## src/rtl/huffman_dec.sv

```systemverilog
// Huffman prefix-code decoder: consumes MSB-first packed words, matches the
// buffered bits against a runtime-loadable code table and emits one symbol
// per cycle. Optional macro HUFF_DEC_STATS_EN adds saturating symbol/error
// counters as extra output ports.
module huffman_dec #(
  parameter int unsigned W = 8,
  parameter int unsigned C = 4,
  parameter int unsigned N = 16,
  parameter int unsigned S = 8
) (
  input  logic                 clk,
  input  logic                 rst,
  input  logic [W-1:0]         d_in,
  input  logic                 en_in,
  output logic                 ready_out,
  input  logic                 flush,
  input  logic                 tbl_we,
  input  logic [$clog2(N)-1:0] tbl_addr,
  input  logic [W-1:0]         tbl_code,
  input  logic [C-1:0]         tbl_len,
  input  logic [S-1:0]         tbl_sym,
  output logic [S-1:0]         sym_out,
  output logic                 en_out,
`ifdef HUFF_DEC_STATS_EN
  output logic [15:0]          sym_cnt,
  output logic [7:0]           err_cnt,
`endif
  output logic                 err_out
);

  localparam int unsigned BW = 2 * W;
  localparam int unsigned CW = $clog2(BW + 1);

  logic [BW-1:0] acc;
  logic [CW-1:0] cnt;

  logic [W-1:0] tcode [N];
  logic [C-1:0] tlen  [N];
  logic [S-1:0] tsym  [N];

  logic          hit;
  logic [C-1:0]  hit_len;
  logic [S-1:0]  hit_sym;
  logic [W-1:0]  mask;
  logic          err_c;
  logic [BW-1:0] acc_b;
  logic [CW-1:0] cnt_b;
  logic [BW-1:0] acc_n;
  logic [CW-1:0] cnt_n;

  // Code table storage; a reset invalidates every entry.
  always_ff @(posedge clk or posedge rst) begin
    if (rst) begin
      for (int i = 0; i < int'(N); i++) begin
        tcode[i] <= '0;
        tlen[i]  <= '0;
        tsym[i]  <= '0;
      end
    end else if (tbl_we) begin
      tcode[tbl_addr] <= tbl_code;
      tlen[tbl_addr]  <= tbl_len;
      tsym[tbl_addr]  <= tbl_sym;
    end
  end

  // Prefix match against the head of the buffer; the descending scan lets the lowest index win.
  always_comb begin
    hit     = 1'b0;
    hit_len = '0;
    hit_sym = '0;
    mask    = '0;
    for (int i = int'(N) - 1; i >= 0; i--) begin
      mask = ~({W{1'b1}} >> tlen[i]);
      if ((tlen[i] != '0) && (32'(tlen[i]) <= W) && (32'(tlen[i]) <= 32'(cnt)) &&
          (((acc[BW-1 -: W] ^ tcode[i]) & mask) == '0)) begin
        hit     = 1'b1;
        hit_len = tlen[i];
        hit_sym = tsym[i];
      end
    end
  end

  // Buffer update: consume the matched code (or discard on error), then append an accepted word.
  always_comb begin
    ready_out = !flush && (cnt <= CW'(W));
    err_c     = !hit && (cnt >= CW'(W));
    if (err_c) begin
      acc_b = '0;
      cnt_b = '0;
    end else begin
      acc_b = acc << hit_len;
      cnt_b = cnt - CW'(hit_len);
    end
    acc_n = acc_b;
    cnt_n = cnt_b;
    if (en_in && ready_out) begin
      acc_n = acc_b | ({d_in, {W{1'b0}}} >> cnt_b);
      cnt_n = cnt_b + CW'(W);
    end
  end

  // Bit buffer and registered decode outputs; flush empties the buffer.
  always_ff @(posedge clk or posedge rst) begin
    if (rst) begin
      acc     <= '0;
      cnt     <= '0;
      sym_out <= '0;
      en_out  <= 1'b0;
      err_out <= 1'b0;
    end else if (flush) begin
      acc     <= '0;
      cnt     <= '0;
      en_out  <= 1'b0;
      err_out <= 1'b0;
    end else begin
      acc     <= acc_n;
      cnt     <= cnt_n;
      en_out  <= hit;
      err_out <= err_c;
      if (hit) sym_out <= hit_sym;
    end
  end

`ifdef HUFF_DEC_STATS_EN
  // Saturating pulse counters, cleared only by reset.
  always_ff @(posedge clk or posedge rst) begin
    if (rst) begin
      sym_cnt <= '0;
      err_cnt <= '0;
    end else begin
      if (en_out && (sym_cnt != 16'hFFFF)) sym_cnt <= sym_cnt + 16'd1;
      if (err_out && (err_cnt != 8'hFF)) err_cnt <= err_cnt + 8'd1;
    end
  end
`endif

endmodule

```

## config.mk

```make
export PLATFORM = sky130hd
export DESIGN_NAME = huffman_dec
export DESIGN_NICKNAME = d
export VERILOG_FILES = /design/src/rtl/huffman_dec.sv
export SDC_FILE = /design/constraint.sdc
export NUM_CORES = 1
export LEC_CHECK = 0
export CAP_MARGIN = 20
export CORE_UTILIZATION = 30
export DETAILED_ROUTE_END_ITERATION = 16
export HOLD_SLACK_MARGIN = 0.12
export PLACE_DENSITY = 0.42
export SYNTH_ARGS = -nofsm -noshare
export SYNTH_HDL_FRONTEND = slang
export SYNTH_SLANG_ARGS = --single-unit
```

## constraint.sdc

```tcl
create_clock -name clk -period 29.6 [get_ports clk]
set_input_delay 5.92 -clock clk [delete_from_list [all_inputs] [get_ports clk]]
set_output_delay 5.92 -clock clk [all_outputs]
set_load 0.02 [all_outputs]
```

======== Yosys cells after proc, flatten, opt, wreduce, memory -nomap -nowiden ========
Index checks and enable logic that the tools add are counted.
cells by class
  add/subtract/negate cells ............... 2
  magnitude comparators ................... 36
  shifts and indexed selects .............. 18
  mux-type cells .......................... 63
  bitwise logic cells ..................... 51
  reductions and logical operators ........ 87
operators by type and width
  kind                   number
  $bwmux W128            2
  $mux W8                17
  $and A8 B8 Y8          16
  $logic_not A8 Y1       16
  $not A8 Y8             16
  $shr A8 B4 Y8 const A  16
  $xor A8 B8 Y8          16
  $le A4 B5 Y1           16
  $mux W4                17
  $bwmux W64             1
  $le A4 B4 Y1 const B   16
  $reduce_bool A4 Y1     16
  $logic_and A1 B1 Y1    52
  $mux W16               3
  $demux W8 S4           1
  $mux W1                18
  $demux W4 S4           1
  $or A16 B16 Y16        1
  $shl A16 B4 Y16        1
  $shr A16 B5 Y16        1
  $mux W5                3
  $add A5 B4 Y5 const B  1
  $ge A5 B4 Y1 const B   1
  $ge A5 B5 Y1 const B   1
  7 further kinds        8
storage, ports and cells
  register bits after elaboration ......... 351
  input bits .............................. 37
  output and inout port bits .............. 11
  word-level logic and storage cells ...... 310

======== Logic depth before layout (Yosys ltp) ========
Gate-level depths: netlist of the first run.
  word-level depth ........................ 28
  gate-level depth with buffers ........... 27
  depth with buffers taken out ............ 23

======== Worst setup path before layout of the first run ========
Ideal clock, no wire load.
  path kind ............................... input-to-output
  start ................................... in flush
  end ..................................... out ready_out
  data arrival time ....................... 6.482 ns
  required time ........................... 23.680 ns
  slack ................................... 17.198 ns
  cell stages on the path ................. 1
  path buffers ............................ 0
  cell sequence ........................... nor3_1
on the way
  cells in the longest elaborated chain, start to end .. 2
ends and longest elaborated chain
  what                 line  source
  from (decl)          16    input logic flush,
  $logic_not A1 Y1     85    ready_out = !flush && (cnt <= CW'(W));
  $logic_and A1 B1 Y1  85
  to (decl)            15    output logic ready_out,
No other way between the ends.

======== Final worst setup path of the first run ========
Same ends and word-level chain as after synthesis.

==> results of run 1 <==
## final cells by class
cell class | count | share of cell area (%)
Clock buffer | 62 | 5.51
Antenna cell | 1 | 0.0106
Tap cell | 873 | 4.63
Timing Repair Buffer | 100 | 3.95
Inverter | 53 | 0.875
Sequential cell | 351 | 37.2
Clock inverter | 15 | 0.906
Multi-Input combinational cell | 1380 | 46.9
## cell usage after synthesis, types with 10 or more instances
cell type    n  area share, %
a211oi_1    10           0.36
ha_1        68            4.1
xnor2_1     80            3.4
o211ai_1    23           0.84
o21ai_0     64            1.6
dfrtp_1    351             43
nor3_1      34           0.82
a311o_1     10           0.48
a41o_1      12           0.58
a21oi_1    121            2.9
nand2b_1    11           0.33
xor2_1      52            2.2
nor2b_1     17           0.52
nor2_1      91            1.7
a2111o_1    10           0.55
o22ai_1     14           0.42
o221ai_1    19           0.81
mux2_2     313             17
buf_2       27           0.65
a31oi_1     16           0.48
o21a_1      12           0.44
inv_1       50           0.91
buf_1       15           0.27
clkbuf_1    70            1.3
nand3_1     45            1.1
nand2_1    102            1.9
and3_1      10           0.30
mux2i_1     22            1.1
## kinds of logic after synthesis
family                   after synthesis  synth area share [%]
AO/OA/AOI/OAI                        452                  15.9
XOR/XNOR                             133                  5.68
adder cells (fa/ha/maj)               70                  4.27
buffers and inverters                183                  3.98
flip-flops                           351                  42.5
multiplexers                         335                  18.1
AND/OR/NAND/NOR                      390                  9.48
## stage by stage
step / setup slack, ns / hold slack [ns] / instance area [µm²] / power, mW / std cells
2_1_floorplan: 13.94 / 0.478 / 20600 / 1.84 / 1914
3_3_place_gp: 16.01 / 0.486 / 22000 / 2.24 / 2751
4_1_cts: 15.97 / 0.506 / 23500 / 2.85 / 2829
5_1_grt: 15.87 / 0.511 / 23600 / 3.03 / 2834
3_5_place_dp: 15.98 / 0.493 / 22000 / 2.26 / 2752
6_report: 15.98 / 0.503 / 23600 / 2.83 / 2835
## worst max path at each step
stage	slack [ns]	cells after the start	to
3_5_place_dp	15.98	3	ready_out
4_1_cts	15.97	3	ready_out
3_3_place_gp	16.01	3	ready_out
5_1_grt	15.87	3	ready_out
2_1_floorplan	13.94	1	acc[0]$_DFF_PP0_
6_report	15.98	3	ready_out
## registers in the layout, summed over array words and instances, names as in the netlist
register / flops
err_out: 1
sym_out: 8
cnt: 5
tsym: 128
tcode: 128
tlen: 64
en_out: 1
acc: 16
## worst max-delay path: stages
cell             delay (ns)
clkdlybuf4s50_1        0.66
nor3_1                 0.44
clkdlybuf4s50_1        0.68
## power by group through the flow
stage	clock network (mW)	registers, mW	logic [mW]
after CTS	0.585	0.702	1.56
after floorplan	0	0.682	1.16
after global placement	0	0.705	1.54
after global routing	0.603	0.720	1.71
final	0.567	0.703	1.56
after detailed placement	0	0.710	1.55
## metal layers
layer / wire length (µm) / share of wire [%]
met2: 30700 / 45
met5: 0 / 0
met1: 32200 / 47
met4: 2190 / 3.2
met3: 3030 / 4.5
==> key figures, run 1 <==
Clock tree
  – Clock buffer depth: 3
  – Cts hold-fix bufs: 0
  – H-tree levels: 2
  – Post-CTS sizing: 0
  – CTS Root Cell: clkbuf_16
  – CTS clk-pin slew, worst paths: 0.05 ns
  – CTS Buf Count: 44
  – Clock Latency Late Sink: 0.59 ns
  – Clock Sinks: 351
  – Post-CTS setup buffers: 0
  – CTS tree: done

Floorplan
  – Core Region: 67600 µm²
  – Initial Util: 30.5%
  – Die width: 264 µm
  – Die H: 264 µm
  – DIE AREA: 69900 µm²
  – IO Count: 48
  – Row count: 95

Detailed routing
  – Drt via density: 5.47
  – ANT nets after route: 0
  – DRT Pass-1 Iters: 8
  – Starting DRT DRC Count: 1084
  – Via count: 15505
  – DRC: 0
  – Final WL: 68.0 mm
  – Post-DR wirelength/cell: 24.0 µm

Placement
  – Detailed Place HPWL: 43.8 mm
  – Gpl congestion: 0.858
  – IO Port Bufs: 47

Worst setup path
  – R2R Path End: acc[12]$_DFF_PP0_
  – Crit Path Max Fanout: 14
  – Crit end category: output port
  – Worst endpoint data arrival time: 7.70 ns
  – CP startpoint kind: input port
  – R2R Setup Slk: 22.34 ns
  – Setup crit start: flush
  – Worst reg2reg path startpoint: cnt[1]$_DFF_PP0_
  – Crit path required time: 23.68 ns
  – Critical path type: in -> out
  – Reg2Reg Depth: 22

Cells and area
  – Leading cell type in the layout, fill and taps excluded: dfrtp_1
  – Multi-input gate area: 11100 µm²
  – Layout area overhead: 14.3%
  – Commonest cells after routing, fill and taps aside: dfrtp_1, mux2_2, a21oi_1
  – Area taken by flip-flops and latches: 8780 µm²
  – Share of cells above drive strength 1: 25.4%
  – Layout Utilization: 34.9%
  – Number of fill cells: 6710
  – Nets: 2036

STA
  – Final worst path period need: 13.62 ns
  – Setup Skew: 0.0266 ns
  – Max transition margin: 33.7%
  – Slew Viols, Final: 0
  – Final worst-path cycle share: 46.0%
  – Setup TNS: 0 ns
  – RSZ-0062 raised after global routing: no
  – FMAX: 0.0734 GHz
  – Final setup viols: 0
  – Transition time of the tightest slew-check pin: 0.990 ns
  – Final hold viol count: 0

Power
  – Leak: 9.84 nW
  – Power per cell area: 120 nW/µm²
  – Worst ir drop on vdd: 125 µV
  – P_sw: 1.28 mW
  – Logic pwr share: 55.2%
  – Part of the power in registers: 24.8%
  – Clk pwr share: 20.0%
  – P_int: 1.56 mW
  – Sw frac: 45.1%

Outcome
  – Status: finished clean

Run
  – Max Cap Violations: 0

Global route
  – Grt peak-use layer: met2
  – Largest net degree at the start of global routing: 90
  – First-pass GRT wire length: 102 mm
  – Antenna violations before repair: 3
  – Met2 usage: 30.9%
  – Vias in the first global route: 15791
  – M3 GR Usage: 3.18%
  – M1 GR Usage: 27.0%
  – Global-route usage over all layers: 19.5%
  – Congestion Overflow GR: 0

Logic synthesis
  – Synth warnings: 0
  – Syn_nets: 2020
  – Synth async-reset ratio: 100%
  – Unique masters post-synth: 99
  – Seq/Total Area, Yosys: 42.5%
  – Synthesized area: 20600 µm²
  – Ys flop type: dfrtp_1
  – Synth Area per Inst: 10.8 µm²
  – Synthesized netlist cell count: 1914
  – Post-synth EDFFs: 0
  – Seq cells post-synth: 351

Min path
  – Worst min path class: reg -> reg
  – Min-Delay Path Depth: 1
  – Worst Hold Launch: tsym[113]$_DFFE_PP0P_
  – Hold Path End: tsym[113]$_DFFE_PP0P_
(Power assumes the default switching activity.)
==> run 2, diff against run 1 <==
PLACE_DENSITY = 0.44   (was 0.42)
clock period = 11.6 ns   (was 29.6 ns; I/O delays follow)
==> run 2 against run 1 <==
Net effect: cell area rose by 0.20%; clock skew fell by 0.0045 ns; non-clock buffer count fell by 5; combinational power rose to 2.5 times the previous value; clock power rose to 2.6 times the previous value; power rose to 2.5 times the previous value; die area did not move; sequential share of layout area fell by 0.075 points; sequential cell count did not move; core utilization rose by 0.070 points; final cell count barely moved; count of clock-buffer cells in the layout fell by 1; critical path type is now reg -> reg; largest power group unchanged.
==> key figures, run 2 (synthesis gave the netlist of run 1 again) <==
Outcome
  – Status: finished clean

Clock tree
  – CTS Root Cell: clkbuf_16
  – Clock Latency Late Sink: 0.60 ns (about the same)
  – H-tree levels: 2 (unchanged)
  – Post-CTS sizing: 0 (unchanged)
  – CTS Buf Count: 44 (unchanged)
  – Post-CTS setup buffers: 0 (unchanged)
  – CTS clk-pin slew, worst paths: 0.05 ns (about the same)
  – Clock buffer depth: 3 (unchanged)
  – Cts hold-fix bufs: 0 (unchanged)
  – CTS tree: done
  – Clock Sinks: 351 (unchanged)

Detailed routing
  – DRC: 0 (unchanged)
  – Drt via density: 5.54 (+1.3%)
  – Via count: 15691 (+1.2%)
  – Starting DRT DRC Count: 1147 (+5.8%)
  – Post-DR wirelength/cell: 23.9 µm (-0.22%)
  – DRT Pass-1 Iters: 5 (-3)
  – ANT nets after route: 0 (unchanged)
  – Final WL: 67.8 mm (-0.29%)

Power
  – Clk pwr share: 20.7% (+0.7 points)
  – Sw frac: 44.8% (-0.30 points)
  – Power per cell area: 305 nW/µm² (+150%)
  – P_sw: 3.24 mW (+150%)
  – Worst ir drop on vdd: 333 µV (+170%)
  – P_int: 3.98 mW (+160%)
  – Logic pwr share: 54.3% (-0.9 points)
  – Part of the power in registers: 25.0% (+0.2 points)
  – Leak: 9.85 nW (about the same)

Placement
  – Placed Instances: 2748 (-0.15%)
  – Post-placement setup slack: 4.29 ns (-11.68 ns)
  – IO Port Bufs: 47 (unchanged)
  – Detailed Place HPWL: 44.3 mm (+1.2%)
  – Gpl congestion: 0.878 (+2.3%)

Global route
  – Global-route usage over all layers: 19.5% (about the same)
  – Vias in the first global route: 15840 (+0.31%)
  – First-pass GRT wire length: 103 mm (+0.92%)
  – Antenna violations before repair: 3 (unchanged)
  – Congestion Overflow GR: 0 (unchanged)
  – Largest net degree at the start of global routing: 70 (-22%)

Worst setup path
  – Crit end category: flop
  – Setup crit start: acc[13]$_DFF_PP0_
  – R2R Setup Slk: 4.16 ns (-18.18 ns)
  – CP startpoint kind: flop
  – Crit path required time: 12.09 ns (-11.59 ns)
  – Reg2Reg Depth: 23 (+4.5%)
  – CP Capture Point: acc[12]$_DFF_PP0_
  – CP Cell Sequence: buf_4, xnor2_1, o2111ai_1, nand3_1, and3_1, nand2b_1, a311oi_1, a2111oi_0, o211ai_1, buf_4, inv_2, ha_1, inv_1, fa_1, a21o_1, a21oi_1, xnor2_1, nand2_1, a21oi_1, and4_1, o21a_1, o41ai_2, o221ai_1
  – Worst reg2reg path startpoint: acc[13]$_DFF_PP0_
  – R2R Path End: acc[12]$_DFF_PP0_
  – Max stage delay on crit path: 0.90 ns (+0.22 ns)
  – CP max-delay cell: dfrtp_1
  – Critical path type: reg -> reg
  – Crit Path Max Fanout: 25 (+11)
  – Worst endpoint data arrival time: 7.93 ns (+0.23 ns)

STA
  – Setup Skew: 0.0221 ns (-0.00450 ns)
  – Post-route setup slack: 4.16 ns (-11.82 ns)
  – Setup TNS: 0 ns (unchanged)
  – Final worst-path cycle share: 64.1%
  – Worst hold slack: 0.505 ns (+0.00215 ns)
  – Final worst path period need: 7.44 ns
  – RSZ-0062 raised after global routing: no
  – Slew Viols, Final: 0 (unchanged)
  – FMAX: 0.134 GHz
  – Final setup viols: 0 (unchanged)
  – Transition time of the tightest slew-check pin: 1.18 ns (+0.190 ns)
  – Max transition margin: 21.1% (-13 points)
  – Final hold viol count: 0 (unchanged)

Cells and area
  – Finished Layout Cells: 2833 (-0.071%)
  – Layout Utilization: 35.0% (+0.070 points)
  – Nets: 2031 (-0.25%)
  – Multi-input gate area: 11100 µm² (about the same)
  – Number of fill cells: 6644 (-0.98%)
  – Commonest cells after routing, fill and taps aside: dfrtp_1, mux2_2, a21oi_1
  – Area taken by flip-flops and latches: 8780 µm² (unchanged)
  – Layout area overhead: 14.5%
  – Largest regs: tcode: 128 flops, tsym: 128 flops, tlen: 64 flops
  – Ant diodes: 0 (-1)
  – Share of cells above drive strength 1: 25.4% (-0.038 points)
  – Leading cell type in the layout, fill and taps excluded: dfrtp_1

Floorplan
  – Die H: 264 µm (unchanged)
  – Die width: 264 µm (unchanged)
  – Core Region: 67600 µm² (unchanged)
  – Initial Util: 30.5% (unchanged)
  – Row count: 95 (unchanged)
  – IO Count: 48 (unchanged)
  – DIE AREA: 69900 µm² (unchanged)

Min path
  – Worst min path class: reg -> reg

Run
  – Max Cap Violations: 0 (unchanged)
==> run 2: cell types whose count changed in the layout (fill, tap and decap cells not counted), moves of 2 or more <==
cell,change
buf_8,+2
buf_4,-6
clkinv_2,+3
bufinv_16,+2
==> run 2: how the worst min path moves through the flow <==
stage,startpoint,to,depth (start not counted)
after floorplan,tsym[88]$_DFFE_PP0P_,tsym[88]$_DFFE_PP0P_,1
after global placement,tsym[94]$_DFFE_PP0P_,tsym[94]$_DFFE_PP0P_,1
after detailed placement,tsym[117]$_DFFE_PP0P_,tsym[117]$_DFFE_PP0P_,1
after CTS,tsym[114]$_DFFE_PP0P_,tsym[114]$_DFFE_PP0P_,1
after global routing,tsym[45]$_DFFE_PP0P_,tsym[45]$_DFFE_PP0P_,1
final,tsym[113]$_DFFE_PP0P_,tsym[113]$_DFFE_PP0P_,1
==> run 2: metal layers <==
metal  GRT usage [%]  vias up  routed length [µm]
met5               0        -                   0
met4            4.90        0                1500
met3            2.55       84                2920
met2            30.9      438               30800
met1            28.0     8042               32600
li1                -     7127                   -
==> run 2: area by class of cell <==
class                   count  area share [%]
flip-flops and latches    351            37.1
multi-input cells        1380            46.8
repair buffers             95            3.89
inverters                  53           0.857
clock buffers              61            5.35
well taps                 873            4.62
clock inverters            20            1.31
==> run 2: through the flow <==
step	total power, mW	area, µm²
floorplan	4.70	20700
global placement	5.68	21900
detailed placement	5.71	22000
CTS	7.25	23600
global route	7.74	23700
finish	7.22	23700
==> run 2: power groups by stage <==
stage	clock, mW	sequential (mW)	combinational (mW)
floorplan	0	1.74	2.96
global placement	0	1.82	3.86
detailed placement	0	1.82	3.89
CTS	1.53	1.80	3.92
global route	1.58	1.85	4.31
finish	1.49	1.81	3.92
==> run 2: critical path, delay by kind of cell (launching register included) <==
kind,cells,cell delay [ns]
AOI/OAI and AO/OA,10,2.80
xor gates and xnor gates,2,0.40
adders and majority gates,2,0.58
buffers and inverters,4,0.90
DFF,1,0.90
and+or+nand+nor,5,1.75
==> edit: new RTL, config.mk and constraints of run 2 <==
Build with the macro `HUFF_DEC_STATS_EN` defined.
--- a/src/rtl/huffman_dec.sv
+++ b/src/rtl/huffman_dec.sv
@@ -2,6 +2,8 @@
 // buffered bits against a runtime-loadable code table and emits one symbol
 // per cycle. Optional macro HUFF_DEC_STATS_EN adds saturating symbol/error
 // counters as extra output ports.
+`define HUFF_DEC_STATS_EN
+
 module huffman_dec #(
   parameter int unsigned W = 8,
   parameter int unsigned C = 4,
New outputs: err_cnt and sym_cnt. Check against the original RTL: not settled (the Yosys comparison gave no result); the edit may change what the design does.
==> edit against run 2 <==
- die area increased by 5.2%
- synthesized cell count increased by 6.8%
- design area increased by 5.8%
- non-clock buffer count increased by 31
- area after synthesis increased by 5.2%
- routed wire length increased by 3.1%
- global-route usage decreased by 0.53 points
- clock skew decreased by 0.0020 ns
- sequential cell count increased by 24
- power increased by 4.3%
- worst setup slack improved by 0.34 ns
- count of clock-buffer cells in the layout increased by 1
- critical endpoint is now acc[8]
- largest cell class unchanged
==> edit: results (changes against run 2) <==
Setup path
  – CP max FO: 23 (-8.0%)
  – WP data arrival: 7.57 ns (-0.36 ns)
  – Worst flop-to-flop path endpoint: acc[8]
  – Worst flop-to-flop path startpoint: acc[12]
  – Reg2reg path depth: 18 (-22%)

Logic synthesis
  – Top cells by count, synth: dfrtp_1, mux2_2, nand2_1, nor2_1, a21oi_1
  – Area contributors post-synth: dfrtp_1, mux2_2, xnor2_1
  – Post-synth net total: 2153 (+6.6%)
  – Distinct cells, synth: 95 (-4.0%)
  – Sequential fraction of the synthesis area: 0.4320 (+0.006575)
  – Avg Cell Area, Syn: 10.62 um2 (-1.5%)

STA
  – Hold Slack: 0.4933 ns (-0.01179 ns)
  – Worst-margin pin slew: 1.132 ns (-0.04847 ns)
  – Setup ws final: 4.505 ns (+0.3418 ns)
  – Skew final: 0.02015 ns (-0.001990 ns)

Pwr
  – VDD IR-drop max: 0.0001994 V (-40%)
  – Static Leak: 10.35 nW (+5.1%)

Global route
  – Vias in the first global route: 16.75k (+5.7%)
  – First-pass GRT wire length: 106.6 mm (+3.1%)
  – GRT Util Overall: 0.1898 (-0.005260)

Place
  – Placed Instance Area: 23430 um2 (+6.5%)
  – DP Worst Slack: 4.536 ns (+0.2416 ns)
  – DPL Wire Length: 45.74 mm (+3.2%)
  – Placed Cells: 2981 (+8.5%)
  – IO buf count: 71 (+51%)
  – Gp weighted congestion: 0.8654 (-1.4%)

Hold path
  – Hold endpoint: sym_cnt[7]
  – Hold_sp: sym_cnt[7]

Clocking
  – CTS Buf Count: 45 (+2.3%)

Detailed routing
  – Pre-antenna DRT Iters: 5 (unchanged)
  – Routed Wire Length: 69.93 mm (+3.1%)
  – Initial DRC count: 1209 (+5.4%)
  – Drt via density: 5.360 (-3.2%)

Layout
  – Layout Cells excl Fill: 3064 (+8.2%)
  – Layout cell share with drive strength beyond 1: 0.2294 (-0.02466)
  – Total Nets Final: 2189 (+7.8%)

Run status
  – Status: completed
-- edit: cell types whose count changed after synthesis, sizes merged, moves of 12 or more --
cell,change
nand2,+21
xnor2,+36
a211oi,+12
nor2,+25
clkbuf,+18
nor3,+21
dfrtp,+24
o21ai,+12
mux2,-13
xor2,-14
-- edit: report_power, final --
part | leakage, nW | internal, mW | total, mW | switching (mW)
clock | 0.760 | 0.896 | 1.48 | 0.589
combinational | 4.95 | 1.57 | 4.10 | 2.53
sequential | 4.64 | 1.63 | 1.95 | 0.315
total | 10.3 | 4.10 | 7.53 | 3.44
-- edit: metal layers --
layer / up-vias / wire length (um) / share of wire / global-route usage
li1: 7549 / - / - / -
met1: 8411 / 33130 / 0.47 / 0.2651
met2: 357 / 32300 / 0.46 / 0.3070
met3: 106 / 2763 / 0.040 / 0.02432
met4: 0 / 1739 / 0.025 / 0.05160
met5: - / 0 / 0 / 0
-- edit: kinds of logic (layout without fill, tap and decap cells) --
family / Yosys count / in the layout / synth area share
AOI/OAI and AO/OA: 451 / 451 / 0.1439
xor gates and xnor gates: 155 / 155 / 0.06318
adders and majority gates: 73 / 73 / 0.04216
buffers and inverters: 201 / 270 / 0.04251
DFF: 375 / 375 / 0.4320
muxes: 329 / 329 / 0.1700
and+or+nand+nor: 461 / 461 / 0.1063
-- edit: critical path, cell delays in order (launching register included) --
cell	delay (ns)
dfrtp_1	0.80
buf_4	0.38
xnor2_1	0.18
nand2_1	0.09
a2111oi_2	0.36
nand3b_1	0.75
o311ai_0	0.59
a221oi_1	0.12
a2111oi_2	0.59
o21ai_2	0.34
nand2_2	0.31
inv_2	0.17
fa_1	0.96
nor2b_1	0.15
a31o_1	0.22
a221oi_2	0.39
mux2i_1	0.16
o2bb2ai_1	0.16
a211o_1	0.22
-- edit: how the worst max path moves through the flow --
stage,from,endpoint,cells after the start
2_1_floorplan,rst,acc[0],1
3_3_place_gp,acc[12],acc[5],20
3_5_place_dp,acc[12],acc[8],18
4_1_cts,acc[12],acc[8],18
5_1_grt,acc[12],acc[5],19
6_report,acc[12],acc[8],18
-- edit: final cells by class --
class / count / area [um2]
multi-input cells: 1469 / 11460
inverters: 64 / 244.0
clock inverters: 18 / 274.0
clock buffers: 62 / 1260
fillers: 7203 / 46590
flip-flops and latches: 375 / 9384
well taps: 950 / 1189
repair buffers: 126 / 1211
